`config.mk`:
```
export PLATFORM = sky130hd
export DESIGN_NAME = mem_access_unit
export DESIGN_NICKNAME = d
export VERILOG_FILES = /design/src/rtl/mem_pkg.sv /design/src/rtl/store_lane_gen.sv /design/src/rtl/mem_access_unit.sv
export SDC_FILE = /design/constraint.sdc
export NUM_CORES = 1
export LEC_CHECK = 0
export BUFFER_PORTS_ARGS = -buffer_cell sky130_fd_sc_hd__clkbuf_2
export CAP_MARGIN = 20
export CORE_UTILIZATION = 49
export CTS_BUF_LIST = sky130_fd_sc_hd__clkbuf_8
export DETAILED_ROUTE_END_ITERATION = 8
export GPL_TIMING_DRIVEN = 0
export PLACE_DENSITY = 0.92
export REMOVE_ABC_BUFFERS = 1
export SYNTH_ARGS = -nofsm -noshare
export SYNTH_HDL_FRONTEND = slang
export SYNTH_SLANG_ARGS = --single-unit
```
`constraint.sdc`:
```
create_clock -name clk -period 2.22 [get_ports clk]
set_clock_uncertainty 0.2 [all_clocks]
set_input_delay 0 -clock clk [delete_from_list [all_inputs] [get_ports clk]]
set_output_delay 0 -clock clk [all_outputs]
set_load 0.1 [all_outputs]
```
`src/rtl/mem_pkg.sv`:
```
// Shared encodings for the memory-stage access controller.
package mem_pkg;

  typedef enum logic [2:0] {
    LT_LBU = 3'b001,
    LT_LB  = 3'b010,
    LT_LHU = 3'b011,
    LT_LH  = 3'b100,
    LT_LW  = 3'b111
  } load_type_e;

  typedef enum logic [1:0] {
    ST_SB = 2'b01,
    ST_SH = 2'b10,
    ST_SW = 2'b11
  } store_type_e;

  typedef enum logic {
    S_IDLE = 1'b0,
    S_BUSY = 1'b1
  } state_e;

endpackage

```
`src/rtl/store_lane_gen.sv`:
```
// Byte enables and lane-replicated write data for a store at a given byte offset.
module store_lane_gen
  import mem_pkg::*;
(
  input  logic [1:0]  store_type,
  input  logic [1:0]  offset,
  input  logic [31:0] src,
  output logic [3:0]  byteen,
  output logic [31:0] wdata
);

  always_comb begin
    byteen = '0;
    wdata  = '0;
    case (store_type)
      ST_SW: begin
        byteen = '1;
        wdata  = src;
      end
      ST_SH: begin
        byteen = offset[1] ? 4'b1100 : 4'b0011;
        wdata  = {2{src[15:0]}};
      end
      ST_SB: begin
        byteen = 4'b0001 << offset;
        wdata  = {4{src[7:0]}};
      end
      default: ;
    endcase
  end

endmodule

```
`src/rtl/mem_access_unit.sv`:
```
// M-stage data bus controller: alignment check, req/ack transaction with timeout,
// pipeline stall, and registered load return for the W stage.
module mem_access_unit
  import mem_pkg::*;
#(
  parameter int unsigned TIMEOUT = 16
) (
  input  logic        clk,
  input  logic        reset,
  input  logic        m_valid,
  input  logic        m_load,
  input  logic        m_store,
  input  logic [31:0] m_addr,
  input  logic [31:0] m_wdata,
  input  logic [2:0]  m_load_type,
  input  logic [1:0]  m_store_type,
  input  logic        flush,
  output logic        bus_req,
  output logic        bus_we,
  output logic [31:0] bus_addr,
  output logic [3:0]  bus_byteen,
  output logic [31:0] bus_wdata,
  input  logic        bus_ack,
  input  logic [31:0] bus_rdata,
  output logic        stall,
  output logic        exc_adel,
  output logic        exc_ades,
  output logic        bus_err,
  output logic        rd_valid,
  output logic [31:0] rd_data,
  output logic [1:0]  rd_byte_addr,
  output logic [2:0]  rd_load_type
);

  localparam int unsigned CW = $clog2(TIMEOUT);

  state_e        state, state_next;
  logic [CW-1:0] cnt;
  logic          lat_we;
  logic [31:0]   lat_addr;
  logic [3:0]    lat_byteen;
  logic [31:0]   lat_wdata;
  logic [1:0]    lat_off;
  logic [2:0]    lat_type;
  logic          drop;

  logic          idle, busy;
  logic          load_aligned, store_aligned, aligned;
  logic          accept, timeout_hit;
  logic [3:0]    lane_byteen;
  logic [31:0]   lane_wdata;

  store_lane_gen u_lane (
    .store_type (m_store_type),
    .offset     (m_addr[1:0]),
    .src        (m_wdata),
    .byteen     (lane_byteen),
    .wdata      (lane_wdata)
  );

  always_comb begin
    load_aligned = 1'b1;
    case (m_load_type)
      LT_LW:        load_aligned = (m_addr[1:0] == 2'b00);
      LT_LH, LT_LHU: load_aligned = ~m_addr[0];
      default: ;
    endcase
    store_aligned = 1'b1;
    case (m_store_type)
      ST_SW:   store_aligned = (m_addr[1:0] == 2'b00);
      ST_SH:   store_aligned = ~m_addr[0];
      default: ;
    endcase
  end

  assign idle        = (state == S_IDLE);
  assign busy        = (state == S_BUSY);
  assign aligned     = m_load ? load_aligned : store_aligned;
  assign accept      = idle & m_valid & (m_load | m_store) & aligned & ~flush;
  assign timeout_hit = busy & ~bus_ack & (cnt == CW'(TIMEOUT - 1));

  // A load wins if both type flags are set, so only one exception can fire.
  assign exc_adel = idle & m_valid & m_load & ~load_aligned & ~flush;
  assign exc_ades = idle & m_valid & m_store & ~m_load & ~store_aligned & ~flush;
  assign stall    = accept | (busy & ~bus_ack & ~timeout_hit);

  assign bus_req    = busy;
  assign bus_we     = busy & lat_we;
  assign bus_addr   = busy ? lat_addr   : '0;
  assign bus_byteen = busy ? lat_byteen : '0;
  assign bus_wdata  = busy ? lat_wdata  : '0;

  always_ff @(posedge clk) begin
    if (reset) state <= S_IDLE;
    else       state <= state_next;
  end

  always_comb begin
    state_next = state;
    case (state)
      S_IDLE:  if (accept) state_next = S_BUSY;
      S_BUSY:  if (bus_ack | timeout_hit) state_next = S_IDLE;
      default: state_next = S_IDLE;
    endcase
  end

  always_ff @(posedge clk) begin
    if (reset) begin
      cnt          <= '0;
      lat_we       <= 1'b0;
      lat_addr     <= '0;
      lat_byteen   <= '0;
      lat_wdata    <= '0;
      lat_off      <= '0;
      lat_type     <= '0;
      drop         <= 1'b0;
      bus_err      <= 1'b0;
      rd_valid     <= 1'b0;
      rd_data      <= '0;
      rd_byte_addr <= '0;
      rd_load_type <= '0;
    end else begin
      rd_valid <= 1'b0;
      bus_err  <= timeout_hit;
      if (accept) begin
        cnt        <= '0;
        lat_we     <= ~m_load;
        lat_addr   <= {m_addr[31:2], 2'b00};
        lat_byteen <= m_load ? 4'b1111 : lane_byteen;
        lat_wdata  <= m_load ? '0 : lane_wdata;
        lat_off    <= m_addr[1:0];
        lat_type   <= m_load_type;
        drop       <= 1'b0;
      end else if (busy) begin
        cnt <= cnt + 1'b1;
        if (flush) drop <= 1'b1;
      end
      // A flush in the completing cycle also kills the W-stage handoff.
      if (busy & bus_ack & ~lat_we) begin
        rd_data      <= bus_rdata;
        rd_byte_addr <= lat_off;
        rd_load_type <= lat_type;
        rd_valid     <= ~drop & ~flush;
      end
    end
  end

endmodule

```
==> summary.txt <==
Finish
  – Area taken by multi-input logic gates: 2620 sq um
  – Area growth, synth to finish: 54.71%
  – Most frequent cells in the layout: clkbuf_2 (214), nand2_1 (142), dfxtp_1 (116)
  – NumNets Final: 1013
  – Final core occ: 78.01%
  – FF/Latch Area: 2346 sq um
  – Fillers: 638
  – Layout cell share with drive strength beyond 1: 31.84%
  – Most common cell after layout, fill and taps aside: clkbuf_2

Yosys
  – Yosys top cell by area: dfxtp_1
  – Post-synth top area share: 45.20%
  – Post-synth ARST share: 0%
  – Flops & latches, synth: 117
  – Seq/Total Area, Yosys: 45.20%
  – Synth unique cells: 48
  – Syn_area_per_cell: 8.784 sq um
  – Ys Warns: 0
  – Top post-synthesis cells by area: dfxtp_1 (45%), nand2_1 (10%), and2_1 (8.1%)
  – EDFF count, synth: 0
  – Post-synthesis cell area: 5182 sq um
  – Synth Flop Type: dfxtp_1
  – Syn Inst Count: 590

Job
  – Max Cap Viol: 0

Hold path
  – WHS Path Cells: 4
  – Hold path start: m_store
  – Worst Hold Path EP: lat_wdata[11]$_SDFFE_PP0P_
  – Worst Hold Class: in -> reg

Route
  – Met2 wire length: 9226 um
  – DR iter-0 viols: 556
  – M1 wire length: 7062 um
  – Top sig layer: met4
  – Drc violations: 0
  – Post-Route WL: 18740 um
  – DRT Pass-1 Iters: 7
  – Vias/cell: 5.467
  – WL met3: 1519 um
  – ANT nets after route: 0
  – WL/cell: 17.78 um
  – Via count: 5762

Die
  – Core ar.: 10280 sq um
  – Die area: 10990 sq um
  – Die width: 104.8 um
  – Initial core utilization: 50.43%
  – Die Ht: 104.8 um
  – IO Count: 220
  – FP Rows: 37

STA
  – Slew margin rel.: 27.81%
  – Fmax: 0.4579 GHz
  – Final Hold Slack: 0.01824 ns
  – # setup viols final: 0
  – Max-slew violations: 0
  – RSZ-0062 raised after global routing: true
  – Sum Neg Setup Slack: 0 ns
  – Minimum clock period: 2.184 ns
  – Final Hold Fails: 0
  – Slew @ Worst Pin: 1.083 ns
  – PnR worst setup slack: 0.03610 ns
  – Period utilisation layout: 98.37%

Global routing
  – First-pass GRT wire length: 29150 um
  – Total gr overflow: 0
  – Initial antenna violation count: 1
  – Number of global-route vias before repair: 5773
  – Largest net degree at the start of global routing: 49
  – Total track usage: 34.11%

Clock tree
  – Worst-Skew Late Latency: 0.42 ns
  – CTS clk-pin slew, worst paths: 0.08 ns
  – TritonCTS clock tree: yes
  – TritonCTS Buffers: 17
  – Max Root-Sink Buffers: 2
  – Clock tree sinks: 117
  – H-tree level count: 4
  – Root Driver: clkbuf_8

Critical path
  – Setup slack, reg-to-reg: 0.08 ns
  – CP arrival: 1.98 ns
  – Critical Path Max Stage Delay: 0.46 ns
  – Crit path cell chain: buf_4, bufbuf_16, and2_1, clkbuf_2
  – CP Launch Type: flop
  – Crit Path Max Fanout: 29
  – FF-to-FF path depth: 6
  – CP required: 2.02 ns
  – Crit path buf inv count: 3
  – Crit. End Element: primary output
  – WS Path Type: reg -> out
  – Crit-path slowest cell: clkbuf_2
  – Cell family with most CP delay: buffers and inverters
  – RR Endpoint: lat_addr[2]$_SDFFE_PP0P_
  – Reg-to-Reg Start: bus_req$_SDFF_PP0_

Power
  – VDD IR max: 0.0003965 V
  – Leak pwr: 3.583 nW
  – PnR Total Power: 5.236 mW
  – Pwr dens: 653.0 nW/um^2

Place
  – Pre-CTS WS: -0.8438 ns
  – Post-DP HPWL: 9008 um
  – PortBufs: 217
  – RD Place Congestion: 0.7783

Outcome
  – Outcome: finished, final reports clean
[cells in the mapped netlist (2+ instances only)]
master	n
and2_1	67
a22oi_1	16
o21ai_1	5
dfxtp_1	117
buf_1	4
a22o_1	16
nor2_1	2
nand2_1	142
buf_12	4
a21oi_1	58
nand4_1	6
o21a_1	3
o211a_1	2
or2_2	2
inv_1	2
and2b_1	2
clkbuf_1	31
mux2_2	8
nor3_1	6
o2bb2ai_1	16
xor2_1	2
buf_4	3
o21ai_0	5
buf_2	7
nor2b_1	3
mux2i_1	39
[sequential cells by signal, summed over array words and instances (netlist names), 2 cells and up]
name	cells
cnt	4
lat_addr	30
lat_byteen	4
lat_off	2
lat_type	3
lat_wdata	32
rd_byte_addr	2
rd_data	32
rd_load_type	3
[worst register-to-register path: cells and delay by family, from the launching register on]
kind,cells,cell delay (ns)
AOI/OAI and AO/OA,1,0.28
buffers and inverters,2,0.28
DFF,1,0.37
muxes,1,0.26
and+or+nand+nor,2,0.69
[metrics by stage]
stage,cells,instance area (sq um)
finish,1054,8018
global route,1054,8018
CTS,1049,7968
detailed placement,898,6248
global placement,894,6162
floorplan,541,4906
[layout make-up]
cell class / instances / share of cell area [%]
diodes: 1 / 0.03121
multi-input cells: 424 / 32.68
inverters: 2 / 0.1561
repair buffers: 342 / 30.18
clock inverters: 14 / 2.481
clock buffers: 18 / 3.090
well taps: 136 / 2.122
flip-flops and latches: 117 / 29.26
[cell families (layout without fill, tap and decap cells)]
group / Yosys count / after routing / synth area share, %
DFF: 117 / 117 / 45.20
adders and majority gates: 1 / 1 / 0.2414
AOI/OAI and AO/OA: 126 / 126 / 16.27
xor gates and xnor gates: 3 / 3 / 0.5071
muxes: 47 / 47 / 9.271
buffers and inverters: 52 / 376 / 5.553
other: 1 / 3 / 0.07236
and+or+nand+nor: 243 / 245 / 22.89
[power by group]
group	switching, mW	leakage (nW)	internal [mW]
combinational	0.483	2.42	0.353
sequential	0.0311	0.948	2.15
clock	0.947	0.218	1.27
total	1.46	3.58	3.77
[repair_timing]
item | in CTS | in global routing
pin swaps | 3 | 3
hold buffers | 106 | 0
cloned | 4 | 0
buffers inserted | 9 | 5
hold endpoints to repair | 107 | 0
resized for setup | 9 | 7
endpoints found under the setup margin | 78 | 35
[worst max path at each step]
stage,start,endpoint,slack [ns],cells past startpoint
6_report,bus_req$_SDFF_PP0_,bus_wdata[28],0.04,4
5_1_grt,bus_req$_SDFF_PP0_,stall,-0.03,6
4_1_cts,m_load_type[2],stall,0.01,7
3_5_place_dp,reset,lat_wdata[4]$_SDFFE_PP0P_,-0.84,5
3_3_place_gp,bus_req$_SDFF_PP0_,rd_data[31]$_SDFFE_PP0P_,-2.42,4
2_1_floorplan,bus_req$_SDFF_PP0_,exc_ades,-1.63,3
[metal layers]
layer  GRT usage, %  up-vias
li1               -     2642
met1          36.74     2664
met2          60.36      368
met3          8.235       88
met4          20.52        0
met5              0        -
(Power assumes the default switching activity.)
